--- config.mk ---
export PLATFORM = sky130hd
export DESIGN_NAME = coef_loader
export DESIGN_NICKNAME = d
export VERILOG_FILES = /design/src/rtl/coef_loader.sv
export SDC_FILE = /design/constraint.sdc
export NUM_CORES = 1
export LEC_CHECK = 0
export ABC_AREA = 1
export BUFFER_PORTS_ARGS = -buffer_cell sky130_fd_sc_hd__buf_2
export CORE_MARGIN = 3
export CORE_UTILIZATION = 55
export CTS_CLUSTER_SIZE = 12
export DETAILED_ROUTE_END_ITERATION = 6
export PLACE_DENSITY = 0.74
export SLEW_MARGIN = 20
export SYNTH_ARGS = -nofsm -noshare
export SYNTH_HDL_FRONTEND = slang
export SYNTH_SLANG_ARGS = --single-unit
--- constraint.sdc ---
create_clock -name clock -period 4.2 [get_ports clock]
set_input_delay 0.21 -clock clock [delete_from_list [all_inputs] [get_ports clock]]
set_output_delay 0.21 -clock clock [all_outputs]
set_load 0.02 [all_outputs]
--- src/rtl/coef_loader.sv ---
// coef_loader: parses SYNC/N/coefficient/CHK byte frames from a serial receiver
// and writes 18-bit coefficients into the coefficient RAM. Revision 1.0.
`default_nettype none

module coef_loader #(
  parameter logic [7:0] SYNC_BYTE = 8'hA5,
  parameter int         TIMEOUT   = 1000000
) (
  input  logic        clock,
  input  logic        reset,
  input  logic [7:0]  rx_data,
  input  logic        rx_valid,
  output logic [6:0]  RAM_coefs_addr,
  output logic [17:0] RAM_coefs_datain,
  output logic        RAM_coefs_we,
  output logic        busy,
  output logic        done,
  output logic        error,
  output logic [7:0]  coef_count
);

  localparam int TW = $clog2(TIMEOUT + 1);

  typedef enum logic [2:0] {
    IDLE  = 3'd0,
    COUNT = 3'd1,
    B2    = 3'd2,
    B1    = 3'd3,
    B0    = 3'd4,
    CHECK = 3'd5
  } state_t;

  state_t        state_q, state_d;
  logic [7:0]    n_q, n_d;
  logic [6:0]    idx_q, idx_d;
  logic [7:0]    acc_q, acc_d;
  logic [1:0]    b2_q, b2_d;
  logic [7:0]    b1_q, b1_d;
  logic [TW-1:0] tmo_q, tmo_d;
  logic          we_q, we_d;
  logic [6:0]    addr_q, addr_d;
  logic [17:0]   datain_q, datain_d;
  logic          done_q, done_d;
  logic          error_q, error_d;
  logic [7:0]    cnt_q, cnt_d;

  always_ff @(posedge clock) begin
    if (!reset) begin
      state_q  <= IDLE;
      n_q      <= '0;
      idx_q    <= '0;
      acc_q    <= '0;
      b2_q     <= '0;
      b1_q     <= '0;
      tmo_q    <= '0;
      we_q     <= 1'b0;
      addr_q   <= '0;
      datain_q <= '0;
      done_q   <= 1'b0;
      error_q  <= 1'b0;
      cnt_q    <= '0;
    end else begin
      state_q  <= state_d;
      n_q      <= n_d;
      idx_q    <= idx_d;
      acc_q    <= acc_d;
      b2_q     <= b2_d;
      b1_q     <= b1_d;
      tmo_q    <= tmo_d;
      we_q     <= we_d;
      addr_q   <= addr_d;
      datain_q <= datain_d;
      done_q   <= done_d;
      error_q  <= error_d;
      cnt_q    <= cnt_d;
    end
  end

  always_comb begin
    state_d  = state_q;
    n_d      = n_q;
    idx_d    = idx_q;
    acc_d    = acc_q;
    b2_d     = b2_q;
    b1_d     = b1_q;
    we_d     = 1'b0;
    addr_d   = addr_q;
    datain_d = datain_q;
    done_d   = 1'b0;
    error_d  = error_q;
    cnt_d    = cnt_q;
    // Counts consecutive cycles without an accepted byte while a frame is open.
    tmo_d    = (state_q == IDLE || rx_valid) ? '0 : tmo_q + 1'b1;

    if (state_q != IDLE && !rx_valid && tmo_q == TW'(TIMEOUT - 1)) begin
      state_d = IDLE;
      error_d = 1'b1;
    end else if (rx_valid) begin
      case (state_q)
        IDLE: begin
          if (rx_data == SYNC_BYTE) begin
            state_d = COUNT;
            error_d = 1'b0;
            acc_d   = '0;
            idx_d   = '0;
          end
        end
        COUNT: begin
          n_d     = (rx_data == 8'd0 || rx_data > 8'd128) ? 8'd128 : rx_data;
          acc_d   = rx_data;
          state_d = B2;
        end
        B2: begin
          b2_d    = rx_data[1:0];
          acc_d   = acc_q ^ rx_data;
          state_d = B1;
        end
        B1: begin
          b1_d    = rx_data;
          acc_d   = acc_q ^ rx_data;
          state_d = B0;
        end
        B0: begin
          acc_d    = acc_q ^ rx_data;
          we_d     = 1'b1;
          addr_d   = idx_q;
          datain_d = {b2_q, b1_q, rx_data};
          // Last coefficient leaves the index at N-1 so it never wraps.
          if ({1'b0, idx_q} + 8'd1 == n_q) begin
            state_d = CHECK;
          end else begin
            idx_d   = idx_q + 7'd1;
            state_d = B2;
          end
        end
        CHECK: begin
          if (rx_data == acc_q) begin
            done_d = 1'b1;
            cnt_d  = n_q;
          end else begin
            error_d = 1'b1;
          end
          state_d = IDLE;
        end
        default: state_d = IDLE;
      endcase
    end
  end

  assign RAM_coefs_addr   = addr_q;
  assign RAM_coefs_datain = datain_q;
  assign RAM_coefs_we     = we_q;
  assign busy             = (state_q != IDLE);
  assign done             = done_q;
  assign error            = error_q;
  assign coef_count       = cnt_q;

endmodule

`default_nettype wire

## Word-level counts from Yosys, hierarchy flattened

Index checks and enable logic that the tools add are counted.

| word-level totals | value |
|---|---|
| register bits | 92 |
| input port bits | 11 |
| output and inout port bits | 37 |
| logic and storage cells | 77 |

| operators by class | value |
|---|---|
| add/subtract/negate cells | 3 |
| $lt $le $gt $ge | 1 |
| eq/ne operators | 13 |
| muxes and demuxes | 16 |
| bitwise operators | 5 |
| reduce and logical (&&, ||, !) cells | 26 |

Operators with widths:

| operator | count |
|---|---|
| one-hot mux 8 bit (3 select lines) | 1 |
| adder 20 x 1 -> 20 bit (second input constant) | 1 |
| equality test 20 bit (second input constant) | 1 |
| equality test 8 bit | 2 |
| two-way mux 8 bit | 2 |
| one-hot mux 3 bit (5 select lines) | 1 |
| two-way mux 7 bit | 2 |
| one-hot mux 7 bit (2 select lines) | 1 |
| AND reduction 3 bit | 4 |
| AND reduction 4 bit | 3 |
| nonzero test 3 bit | 3 |
| adder 7 x 1 -> 8 bit (second input constant) | 1 |
| equality test 8 bit (second input constant) | 1 |
| > comparator 8 bit (second input constant) | 1 |
| zero test 8 bit | 1 |
| XOR 8 bit | 1 |
| adder 7 x 1 -> 7 bit (second input constant) | 1 |
| equality test 3 x 2 -> 1 bit (second input constant) | 2 |
| equality test 3 bit (second input constant) | 2 |
| two-way mux 1 bit | 6 |
| two-way mux 3 bit | 2 |
| OR reduction 3 bit | 2 |
| AND reduction 5 bit | 1 |
| NOT 1 bit | 4 |
| other kinds (14) | 18 |

## Depth between registers and ports, before layout

Gate-level depths: netlist (run 1).

| depth | value |
|---|---|
| depth in word-level cells | 5 |
| depth in mapped cells | 13 |
| mapped depth without buffers | 13 |

## Worst setup path after synthesis (run 1)

OpenSTA, ideal clock, no wires.

| path | value |
|---|---|
| path kind | reg-to-reg |
| start | register idx_q[0] |
| end | register idx_q[5] |
| data arrival time | 1626 ps |
| data required time | 4088 ps |
| setup slack | 2462 ps |
| stages on the path, launching flop included | 13 |
| buffers on the path | 0 |
| period minus slack after synthesis | 1738 ps |
| cells stage by stage | dfxtp_1 > ha_1 > nand2_2 > nor2_2 > nand3_1 > nand2_1 > nor2_1 > nor2_2 > nand4_4 > nand2_4 > inv_2 > nor2_1 > nor2_1 |

| between the ends | value |
|---|---|
| cells in the longest elaborated chain, start to end | 4 |
| elaborated cells on any way between the ends | 7 |

RTL lines:

| item | RTL line | RTL |
|---|---|---|
| start: declaration | 35 | `logic [6:0] idx_q, idx_d;` |
| start signal: assignment | 65 | `idx_q <= idx_d;` |
| adder 7 x 1 -> 8 bit | 129 | `if ({1'b0, idx_q} + 8'd1 == n_q) begin` |
| equality test 8 bit | 129 |  |
| inequality test 2 bit (no line) | -- |  |
| AND reduction 5 bit (no line) | -- |  |

Several ways; a longest one is shown, not always the timed one. The select of a mux whose other input is x is not followed.
A chain may end at the register's enable or synchronous reset.

## Worst setup path after layout (run 1)

| path | value |
|---|---|
| start | register idx_q[0] |
| end | register idx_q[1] |

The elaborated chain is that of the path after synthesis.

==> results of run 1 <==
[through the flow]
stage,total power (W),utilization
CTS,0.00158,0.634
floorplan,0.00104,-
finish,0.00157,0.634
global route,0.00165,0.634
detailed placement,0.00108,0.612
global placement,0.00107,0.612
[final cells by class]
| cell class | instances | share of cell area |
|---|---|---|
| Multi-Input combinational cell | 420 | 0.445 |
| Sequential cell | 92 | 0.392 |
| Timing Repair Buffer | 48 | 0.0517 |
| Inverter | 63 | 0.0504 |
| Clock buffer | 9 | 0.0264 |
| Tap cell | 99 | 0.0264 |
| Clock inverter | 5 | 0.00826 |
[synthesized netlist by cell type (2+ instances only)]
library cell    n
xnor2_1         4
inv_1          54
inv_2           9
dfxtp_1        92
nand2_1       131
o21ai_0        26
xor2_1         13
clkbuf_1       14
nand4_1         7
nor3_2          2
nor2_1         55
nor4_1          3
o22ai_1         5
buf_4           2
nor2_4          3
nand2_2         6
buf_6           3
ha_1            2
nor2_2         16
a21oi_1        64
nor3_1         11
buf_2           4
nand3_1        59
nand3_2         5
[layer usage]
layer | up-vias | share of wire | global-route usage
li1 | 1999 | - | -
met1 | 1819 | 0.47 | 0.322
met2 | 97 | 0.47 | 0.375
met3 | 8 | 0.056 | 0.0502
met4 | 0 | 0.0094 | 0.0662
met5 | - | 0 | 0
[flip-flops by register name (all words and copies together) (netlist names)]
name              flops
tmo_q                20
RAM_coefs_datain     18
acc_q                 8
b1_q                  8
coef_count            8
n_q                   8
RAM_coefs_addr        7
idx_q                 7
state_q               3
b2_q                  2
RAM_coefs_we          1
done                  1
error                 1
[path summary, 6_finish.rpt]
path,end,depth (start not counted)
worst max register to register,idx_q[1],12
worst max-delay path,idx_q[1],12
worst min-delay path,RAM_coefs_datain[7],3
worst min register to register,b2_q[1],2
[worst max-delay path: cells and delay by family (launching register included)]
family,cells,cell delay [ps]
AND/OR/NAND/NOR,10,1160
flip-flops,1,460
adder cells (fa/ha/maj),1,270
buffers and inverters,1,50
[where the power goes]
group / internal, W / total, W / leakage (nW) / switching (W)
clock network: 0.000210 / 0.000512 / 0.0698 / 0.000302
registers: 0.000886 / 0.000901 / 0.742 / 0.0000146
logic: 0.0000438 / 0.000157 / 1.03 / 0.000113
[kinds of logic (layout without fill, tap and decap cells)]
kind of cell	after synthesis	in the layout
buf+inv	88	125
xor+xnor	17	17
compound gates	100	100
flops	92	92
simple gates	301	301
fa+ha+maj	2	2
==> flow_summary.html, run 1 <==
<table>
<tr><th>Metric</th><th>Value</th></tr>
<tr><th colspan="2">Synthesis</th></tr>
<tr><td>Xor and xnor fraction of the mapped netlist area</td><td>0.0347</td></tr>
<tr><td>Dominant cell type by area after synthesis</td><td>dfxtp_1</td></tr>
<tr><td>Synthesis Warnings</td><td>0</td></tr>
<tr><td>Cell count after synthesis</td><td>600</td></tr>
<tr><td>Share of synthesized cell area in full adder, half adder and majority cells</td><td>0.00582</td></tr>
<tr><td>Number of distinct library cells after synthesis</td><td>34</td></tr>
<tr><td>Syn nets</td><td>~610</td></tr>
<tr><td>Synthesized area per cell</td><td>~7 µm²</td></tr>
<tr><td>Portion of netlist area occupied by mux cells</td><td>0</td></tr>
<tr><td>Basic-gate share of the synthesized area counting and, or, nand and nor cells</td><td>0.324</td></tr>
<tr><td>Async set or reset register ratio after synthesis</td><td>0</td></tr>
<tr><td>Part of the Yosys area used for sequential elements</td><td>0.429</td></tr>
<tr><td>Most area-consuming cells after synthesis</td><td>dfxtp_1, nand2_1, a21oi_1</td></tr>
<tr><td>Top flip-flop cell by instance count after synthesis</td><td>dfxtp_1</td></tr>
<tr><td>Area fraction in compound gates after synthesis</td><td>0.122</td></tr>
<tr><td>EDFF count, synth</td><td>0</td></tr>
<tr><td>Main combinational cell family by area after synthesis</td><td>simple AND/OR/NAND/NOR gates</td></tr>
<tr><td>Synthesized cell area</td><td>4300 µm²</td></tr>
<tr><td>Flops &amp; latches, synth</td><td>92</td></tr>
<tr><td>Portion of synthesized cell area occupied by the leading cell type</td><td>0.429</td></tr>
<tr><th colspan="2">Finish</th></tr>
<tr><td>Filler instances</td><td>704</td></tr>
<tr><td>Layout Area Growth over Synthesis</td><td>9.29%</td></tr>
<tr><td>Area used by multi-input combinational logic</td><td>2090 µm²</td></tr>
<tr><td>Post-route insts no fill</td><td>~740</td></tr>
<tr><td>Commonest non-fill, non-tap cell in the layout</td><td>nand2_1</td></tr>
<tr><td>Final Net Count</td><td>647</td></tr>
<tr><td>FF+latch area</td><td>1840 µm²</td></tr>
<tr><td>Commonest cells after routing, fill and taps aside</td><td>nand2_1, dfxtp_1, a21oi_1</td></tr>
<tr><td>Post-route cell area</td><td>4700 µm²</td></tr>
<tr><td>Antenna fix cells</td><td>0</td></tr>
<tr><td>Proportion of layout cells with a drive suffix above 1</td><td>0.171</td></tr>
<tr><th colspan="2">Placed design</th></tr>
<tr><td>PortBufs</td><td>47</td></tr>
<tr><td>Worst setup slack before clock tree synthesis</td><td>2170 ps</td></tr>
<tr><td>Inst Count DP</td><td>between 700 and 800</td></tr>
<tr><td>Detailed-placement wirelength estimate</td><td>6960 µm</td></tr>
<tr><td>RePlAce Congestion</td><td>0.900</td></tr>
<tr><td>Post-detailed-placement cell area</td><td>4530 µm²</td></tr>
<tr><th colspan="2">Global route</th></tr>
<tr><td>Via count of the first global-routing pass</td><td>about 3600</td></tr>
<tr><td>Maximum number of pins on one net before global-route repair</td><td>46</td></tr>
<tr><td>Total overflow reported by the global router</td><td>0</td></tr>
<tr><td>Tot GR Track Use</td><td>0.235</td></tr>
<tr><td>Number of antenna violations at the first check in global routing</td><td>0</td></tr>
<tr><td>Global-route wire length before repair</td><td>16800 µm</td></tr>
<tr><th colspan="2">Timing</th></tr>
<tr><td>Highest achievable clock rate</td><td>493 MHz</td></tr>
<tr><td>RSZ-0062 raised after global routing</td><td>false</td></tr>
<tr><td>Final setup TNS</td><td>0 ps</td></tr>
<tr><td>Min Hold Slack</td><td>163 ps</td></tr>
<tr><td>Period utilisation layout</td><td>0.483</td></tr>
<tr><td>Number of failing hold endpoints at the final stage</td><td>0</td></tr>
<tr><td>Final Max Tran Viols</td><td>0</td></tr>
<tr><td>Worst slew pin tran</td><td>839 ps</td></tr>
<tr><td>Final Skew</td><td>11.2 ps</td></tr>
<tr><td>Minimum period implied by the final worst setup slack</td><td>2030 ps</td></tr>
<tr><td>Setup violation total in the final timing report</td><td>0</td></tr>
<tr><td>Worst slew margin</td><td>0.439</td></tr>
<tr><td>PnR worst setup slack</td><td>2170 ps</td></tr>
<tr><th colspan="2">Worst setup path</th></tr>
<tr><td>Crit. End Element</td><td>flop</td></tr>
<tr><td>Setup slack of the worst register-to-register path</td><td>2170 ps</td></tr>
<tr><td>Critical setup path kind</td><td>reg -&gt; reg</td></tr>
<tr><td>Data required time at the worst endpoint</td><td>4450 ps</td></tr>
<tr><td>Ordered list of cells on the worst path</td><td>ha_1, nand2_2, nor2_2, nand3_1, nand2_1, nor2_1, nor2_2, nand4_4, nand2_4, inv_2, nor2_1, nor2_1</td></tr>
<tr><td>Worst stage delay on the critical path</td><td>460 ps</td></tr>
<tr><td>Reg2Reg Launch Point</td><td>idx_q[0]</td></tr>
<tr><td>Most frequent CP cell</td><td>nor2_1</td></tr>
<tr><td>Startpoint of the worst setup timing path</td><td>idx_q[0]</td></tr>
<tr><td>Largest fanout on the critical path</td><td>8</td></tr>
<tr><td>CP Launch Type</td><td>flop</td></tr>
<tr><td>Slowest library cell on the worst path</td><td>dfxtp_1</td></tr>
<tr><td>Data arrival time of the critical path</td><td>2280 ps</td></tr>
<tr><th colspan="2">Floorplanning</th></tr>
<tr><td>Initial Utilization</td><td>0.580</td></tr>
<tr><td>Core Rows</td><td>31</td></tr>
<tr><td>Overall die area</td><td>8910 µm²</td></tr>
<tr><td>Die outline width</td><td>94.4 µm</td></tr>
<tr><td>Total I/O pin count</td><td>48</td></tr>
<tr><td>Core box area</td><td>7410 µm²</td></tr>
<tr><td>Vertical die dimension</td><td>between 90 and 100 µm</td></tr>
<tr><th colspan="2">Outcome</th></tr>
<tr><td>Run status</td><td>finished clean</td></tr>
<tr><th colspan="2">Clock tree</th></tr>
<tr><td>Num CTS Buffers</td><td>9</td></tr>
<tr><td>Number of resized instances in the post-cts repair step</td><td>0</td></tr>
<tr><td>Root buffer cell</td><td>clkbuf_8</td></tr>
<tr><td>Clock-pin slew of the registers on the worst-case setup and hold paths</td><td>90 ps</td></tr>
<tr><td>Hold-fix buffers, CTS</td><td>0</td></tr>
<tr><td>Largest buffer count on any clock path</td><td>2</td></tr>
<tr><td>Clock sink total</td><td>92</td></tr>
<tr><td>TritonCTS clock tree</td><td>built</td></tr>
<tr><td>Total setup buffers inserted after CTS</td><td>0</td></tr>
<tr><td>Skew-Pair Late Insertion Delay</td><td>350 ps</td></tr>
<tr><td>Deepest level of the CTS H-tree</td><td>3</td></tr>
<tr><th colspan="2">Detailed routing</th></tr>
<tr><td>Routed WL per cell</td><td>roughly 13 µm</td></tr>
<tr><td>Wire length reported by the detailed router</td><td>~9700 µm</td></tr>
<tr><td>First drt pass iteration count</td><td>4</td></tr>
<tr><td>Drt via density</td><td>5.33</td></tr>
<tr><td>Total via count after detailed routing</td><td>3923</td></tr>
<tr><td>DRC violations left</td><td>0</td></tr>
<tr><td>First-iteration detailed-routing DRC count</td><td>200</td></tr>
<tr><td>Remaining number of nets flagged by the antenna check after routing</td><td>0</td></tr>
<tr><th colspan="2">Min path</th></tr>
<tr><td>Path category of the worst min-delay check</td><td>in -&gt; reg</td></tr>
<tr><td>Source of the worst hold timing path</td><td>rx_data[7]</td></tr>
<tr><th colspan="2">Flow run</th></tr>
<tr><td>Max-cap check violation count</td><td>0</td></tr>
<tr><th colspan="2">Power</th></tr>
<tr><td>Static leakage power</td><td>approximately 1.8 nW</td></tr>
<tr><td>Power per unit of standard cell area</td><td>334 nW/µm²</td></tr>
<tr><td>Worst VDD drop</td><td>0.214 mV</td></tr>
</table>
No activity file was read; power rests on OpenSTA's default activity.
==> inputs of run 2 (changes only) <==
--- a/config.mk
+++ b/config.mk
@@ -5,7 +5,7 @@
 export SDC_FILE = /design/constraint.sdc
 export NUM_CORES = 1
 export LEC_CHECK = 0
-export ABC_AREA = 1
+export ABC_AREA = 0
 export BUFFER_PORTS_ARGS = -buffer_cell sky130_fd_sc_hd__buf_2
 export CORE_MARGIN = 3
 export CORE_UTILIZATION = 55
==> constraint.sdc (replaced) <==
create_clock -name clock -period 2 [get_ports clock]
set_input_delay 0.1 -clock clock [delete_from_list [all_inputs] [get_ports clock]]
set_output_delay 0.1 -clock clock [all_outputs]
set_load 0.02 [all_outputs]
==> run 2 against run 1 <==
- the run now ends with negative setup slack left
- hold slack got worse by 88 ps
- non-clock buffer count rose by 46
- fmax fell by 6.8%
- clock power rose to 2.6 times the previous value
- power rose by 110%
- first-iteration DRC count rose by 1.0%
- combinational power fell by 31%
- synthesized cell count fell by 14%
- clock skew fell by 0.95 ps
- utilization rose by 9.4 points
- global-route usage rose by 1.6 points
- critical path type unchanged
- critical endpoint is now idx_q[6]
- highest routed layer unchanged
==> flow_summary.html, run 2 <==
<table>
<tr><th>Metric</th><th>Value</th></tr>
<tr><th colspan="2">Min path</th></tr>
<tr><td>Number of cells on the worst hold path</td><td>3 (unchanged)</td></tr>
<tr><td>Path category of the worst min-delay check</td><td>in -&gt; reg</td></tr>
<tr><th colspan="2">Finish</th></tr>
<tr><td>Commonest non-fill, non-tap cell in the layout</td><td>nand2_1</td></tr>
<tr><td>Post-route cell area</td><td>5110 µm² (+8.9%)</td></tr>
<tr><td>Register name with the most flops</td><td>tmo_q</td></tr>
<tr><td>Layout Area Growth over Synthesis</td><td>24.3%</td></tr>
<tr><td>Proportion of layout cells with a drive suffix above 1</td><td>0.250 (+0.0789)</td></tr>
<tr><td>Post-layout utilization of the core</td><td>0.728 (+0.0945)</td></tr>
<tr><td>Largest register FFs</td><td>20 (unchanged)</td></tr>
<tr><td>Antenna fix cells</td><td>0 (unchanged)</td></tr>
<tr><td>Filler instances</td><td>575 (-18%)</td></tr>
<tr><td>Final Net Count</td><td>600 (-7.3%)</td></tr>
<tr><td>Commonest cells after routing, fill and taps aside</td><td>nand2_1, dfxtp_1, a21oi_1</td></tr>
<tr><th colspan="2">Floorplanning</th></tr>
<tr><td>Total I/O pin count</td><td>48 (unchanged)</td></tr>
<tr><td>Die outline width</td><td>92.5 µm (-2.0%)</td></tr>
<tr><td>Overall die area</td><td>8550 µm² (-4.0%)</td></tr>
<tr><td>Core Rows</td><td>30 (-3.2%)</td></tr>
<tr><td>Core box area</td><td>7020 µm² (-5.3%)</td></tr>
<tr><td>Vertical die dimension</td><td>92.5 µm (-2.0%)</td></tr>
<tr><td>Initial Utilization</td><td>0.586 (+0.00577)</td></tr>
<tr><th colspan="2">Synthesis</th></tr>
<tr><td>Top flip-flop cell by instance count after synthesis</td><td>dfxtp_1</td></tr>
<tr><td>Flops &amp; latches, synth</td><td>92 (unchanged)</td></tr>
<tr><td>Most repeated cell in the gate-level netlist after synthesis</td><td>nand2_1</td></tr>
<tr><td>Async set or reset register ratio after synthesis</td><td>0 (unchanged)</td></tr>
<tr><td>Basic-gate share of the synthesized area counting and, or, nand and nor cells</td><td>0.265 (-0.0585)</td></tr>
<tr><td>Share of synthesized cell area in full adder, half adder and majority cells</td><td>0.00609 (+0.000262)</td></tr>
<tr><td>Part of the Yosys area used for sequential elements</td><td>0.448 (+0.0193)</td></tr>
<tr><td>EDFF count, synth</td><td>0 (unchanged)</td></tr>
<tr><td>Dominant cell type by area after synthesis</td><td>dfxtp_1</td></tr>
<tr><td>Main combinational cell family by area after synthesis</td><td>simple AND/OR/NAND/NOR gates</td></tr>
<tr><td>Portion of synthesized cell area occupied by the leading cell type</td><td>0.448 (+0.0193)</td></tr>
<tr><td>Synthesized cell area</td><td>4110 µm² (-4.3%)</td></tr>
<tr><td>Number of distinct library cells after synthesis</td><td>51 (+50%)</td></tr>
<tr><td>Synthesized area per cell</td><td>8.00 µm² (+12%)</td></tr>
<tr><td>Synthesis Warnings</td><td>0 (unchanged)</td></tr>
<tr><td>Area fraction in compound gates after synthesis</td><td>0.171 (+0.0496)</td></tr>
<tr><td>Portion of netlist area occupied by mux cells</td><td>0 (unchanged)</td></tr>
<tr><td>Syn nets</td><td>527 (-14%)</td></tr>
<tr><td>Xor and xnor fraction of the mapped netlist area</td><td>0.0660 (+0.0314)</td></tr>
<tr><td>Leading cell types by count after synthesis</td><td>nand2_1, dfxtp_1, a21oi_1</td></tr>
<tr><td>Most area-consuming cells after synthesis</td><td>dfxtp_1, nand2_1, a21oi_1</td></tr>
<tr><td>Cell count after synthesis</td><td>514 (-14%)</td></tr>
<tr><th colspan="2">Worst setup path</th></tr>
<tr><td>CP Launch Type</td><td>flop</td></tr>
<tr><td>Reg2Reg Launch Point</td><td>idx_q[0]</td></tr>
<tr><td>Crit. End Element</td><td>flop</td></tr>
<tr><td>Largest fanout on the critical path</td><td>5 (-3)</td></tr>
<tr><td>Data required time at the worst endpoint</td><td>2290 ps (-2160 ps)</td></tr>
<tr><td>Buf+Inv Stages, Crit Path</td><td>1 (unchanged)</td></tr>
<tr><td>Ordered list of cells on the worst path</td><td>ha_4, buf_6, xor2_2, o21ai_1, o211ai_1, nor4_4, and2_4, or4_4, a31oi_4</td></tr>
<tr><td>Setup slack of the worst register-to-register path</td><td>-180 ps (-2350 ps)</td></tr>
<tr><td>Reg-to-reg endpoint</td><td>idx_q[6]</td></tr>
<tr><td>Data arrival time of the critical path</td><td>2470 ps (+190 ps)</td></tr>
<tr><td>Last element of the critical path</td><td>idx_q[6]</td></tr>
<tr><td>Crit. path cell count</td><td>9 (-3)</td></tr>
<tr><td>Critical setup path kind</td><td>reg -&gt; reg</td></tr>
<tr><td>Startpoint of the worst setup timing path</td><td>idx_q[0]</td></tr>
<tr><td>Worst stage delay on the critical path</td><td>490 ps (+30 ps)</td></tr>
<tr><td>Slowest library cell on the worst path</td><td>or4_4</td></tr>
<tr><td>Number of cells traversed by the worst register-to-register path</td><td>9 (-3)</td></tr>
<tr><td>Family of cells with the greatest summed delay on the critical path</td><td>simple AND/OR/NAND/NOR gates</td></tr>
<tr><th colspan="2">Placed design</th></tr>
<tr><td>PortBufs</td><td>47 (unchanged)</td></tr>
<tr><td>RePlAce Congestion</td><td>0.929 (+3.2%)</td></tr>
<tr><td>Post-detailed-placement cell area</td><td>4710 µm² (+3.9%)</td></tr>
<tr><td>Detailed-placement wirelength estimate</td><td>7040 µm (+1.2%)</td></tr>
<tr><th colspan="2">Global route</th></tr>
<tr><td>Met1 track demand over resource in global routing</td><td>0.336 (+0.0144)</td></tr>
<tr><td>Maximum number of pins on one net before global-route repair</td><td>39 (-15%)</td></tr>
<tr><td>Number of antenna violations at the first check in global routing</td><td>0 (unchanged)</td></tr>
<tr><td>Met2 capacity usage during global routing</td><td>0.401 (+0.0259)</td></tr>
<tr><td>Total overflow reported by the global router</td><td>0 (unchanged)</td></tr>
<tr><td>Met3 usage</td><td>0.0422 (-0.00796)</td></tr>
<tr><td>Global-route wire length before repair</td><td>17100 µm (+1.8%)</td></tr>
<tr><td>Tot GR Track Use</td><td>0.251 (+0.0164)</td></tr>
<tr><td>Gr busiest metal</td><td>met2</td></tr>
<tr><td>Via count of the first global-routing pass</td><td>3556 (-2.5%)</td></tr>
<tr><th colspan="2">Timing</th></tr>
<tr><td>Final Max Tran Viols</td><td>0 (unchanged)</td></tr>
<tr><td>Worst slew pin tran</td><td>643 ps (-196 ps)</td></tr>
<tr><td>Minimum period implied by the final worst setup slack</td><td>2180 ps (+148 ps)</td></tr>
<tr><td>Final Skew</td><td>10.2 ps (-0.948 ps)</td></tr>
<tr><td>Worst slew margin</td><td>0.570 (+0.131)</td></tr>
<tr><td>RSZ-0062 raised after global routing</td><td>true</td></tr>
<tr><td>Number of failing hold endpoints at the final stage</td><td>0 (unchanged)</td></tr>
<tr><td>Period utilisation layout</td><td>1.09 (+0.606)</td></tr>
<tr><td>Setup violation total in the final timing report</td><td>9 (+9)</td></tr>
<tr><td>Highest achievable clock rate</td><td>459 MHz (-6.8%)</td></tr>
<tr><td>PnR worst setup slack</td><td>-179 ps (-2350 ps)</td></tr>
<tr><th colspan="2">Detailed routing</th></tr>
<tr><td>First drt pass iteration count</td><td>5 (+1)</td></tr>
<tr><td>DRC violations left</td><td>0 (unchanged)</td></tr>
<tr><td>Routed WL per cell</td><td>15.4 µm (+16%)</td></tr>
<tr><td>Total via count after detailed routing</td><td>3910 (-0.33%)</td></tr>
<tr><td>Remaining number of nets flagged by the antenna check after routing</td><td>0 (unchanged)</td></tr>
<tr><td>Drt via density</td><td>5.68 (+6.6%)</td></tr>
<tr><td>First-iteration detailed-routing DRC count</td><td>202 (+1.0%)</td></tr>
<tr><td>Wire length reported by the detailed router</td><td>10600 µm (+8.7%)</td></tr>
<tr><th colspan="2">Outcome</th></tr>
<tr><td>Run status</td><td>finished, violations left</td></tr>
<tr><td>Failing checks</td><td>negative setup slack</td></tr>
<tr><th colspan="2">Power</th></tr>
<tr><td>Total Power</td><td>0.00327 W (+110%)</td></tr>
<tr><td>Static leakage power</td><td>1.87 nW (+1.8%)</td></tr>
<tr><td>Power per unit of standard cell area</td><td>640 nW/µm² (+91%)</td></tr>
<tr><td>Worst VDD drop</td><td>0.318 mV (+49%)</td></tr>
<tr><th colspan="2">Clock tree</th></tr>
<tr><td>Clock sink total</td><td>92 (unchanged)</td></tr>
<tr><td>Clock-pin slew of the registers on the worst-case setup and hold paths</td><td>100 ps (about the same)</td></tr>
<tr><td>Skew-Pair Late Insertion Delay</td><td>370 ps (+20 ps)</td></tr>
<tr><td>Deepest level of the CTS H-tree</td><td>3 (unchanged)</td></tr>
<tr><td>Num CTS Buffers</td><td>9 (unchanged)</td></tr>
<tr><td>Largest buffer count on any clock path</td><td>2 (unchanged)</td></tr>
<tr><td>TritonCTS clock tree</td><td>built</td></tr>
<tr><td>Hold-fix buffers, CTS</td><td>0 (unchanged)</td></tr>
<tr><td>Root buffer cell</td><td>clkbuf_8</td></tr>
<tr><th colspan="2">Flow run</th></tr>
<tr><td>Max-cap check violation count</td><td>0 (unchanged)</td></tr>
</table>
[run 2: changes by cell type after synthesis, moves of 8 or more]
cell / delta
nand2_1: -29
xnor2_1: +14
nor2_2: -15
a32oi_1: +8
nand3_1: -37
clkbuf_1: +9
nor2_1: -9
a21oi_1: -8
nor3b_1: +9
inv_1: -47
inv_2: -9
[run 2: power breakdown]
group / internal, W / switching [W]
registers: 0.00183 / 0.000000286
clock network: 0.000610 / 0.000728
logic: 0.0000346 / 0.0000734
[run 2: routing by layer]
layer / wire (µm) / vias to the layer above
met4: 196 / 0
met1: 4710 / 1852
met5: 0 / -
met3: 555 / 14
met2: 5110 / 126
li1: - / 1918
[run 2: worst reg2reg max path, delay by kind of cell, from the launching register on]
family / cells / cell delay (ps)
compound gates: 3 / 530
fa+ha+maj: 1 / 170
simple gates: 3 / 760
xor+xnor: 1 / 150
buf+inv: 1 / 120
flops: 1 / 370
[run 2: layout make-up]
class	instances	area (µm²)	area share
multi-input cells	383	2260	0.443
flip-flops and latches	92	1860	0.363
repair buffers	94	633	0.124
clock buffers	9	124	0.0242
well taps	96	120	0.0235
clock inverters	7	88.8	0.0174
inverters	7	26.3	0.00514
[run 2: cell families after synthesis]
group | Yosys count
compound gates | 117
xor+xnor | 31
fa+ha+maj | 2
buf+inv | 40
flops | 92
simple gates | 232
[run 2: through the flow]
step	TNS, ps	hold slack [ps]	setup slack, ps	instances
floorplan	0	236	1.04	514
global placement	-91.8	438	-28.3	668
detailed placement	-859	443	-160	668
CTS	-861	59.0	-114	687
global route	-1490	63.6	-247	688
finish	-712	74.4	-179	688
[run 2: worst min-delay path by stage]
stage	from	endpoint
CTS	rx_data[5]	b1_q[5]
finish	rx_data[2]	RAM_coefs_datain[2]
detailed placement	coef_count[7]	coef_count[7]
floorplan	rx_data[3]	b1_q[3]
global placement	coef_count[2]	coef_count[2]
global route	rx_data[2]	RAM_coefs_datain[2]
[run 2: timing repair]
| item | 4_1_cts | 5_1_grt |
|---|---|---|
| resized for setup | 11 | 22 |
| hold endpoints to repair | 0 | 0 |
| setup endpoints to repair | 9 | 11 |
| setup buffers | 3 | 2 |
| pin swaps | 16 | 11 |
| cloned | 1 | 0 |
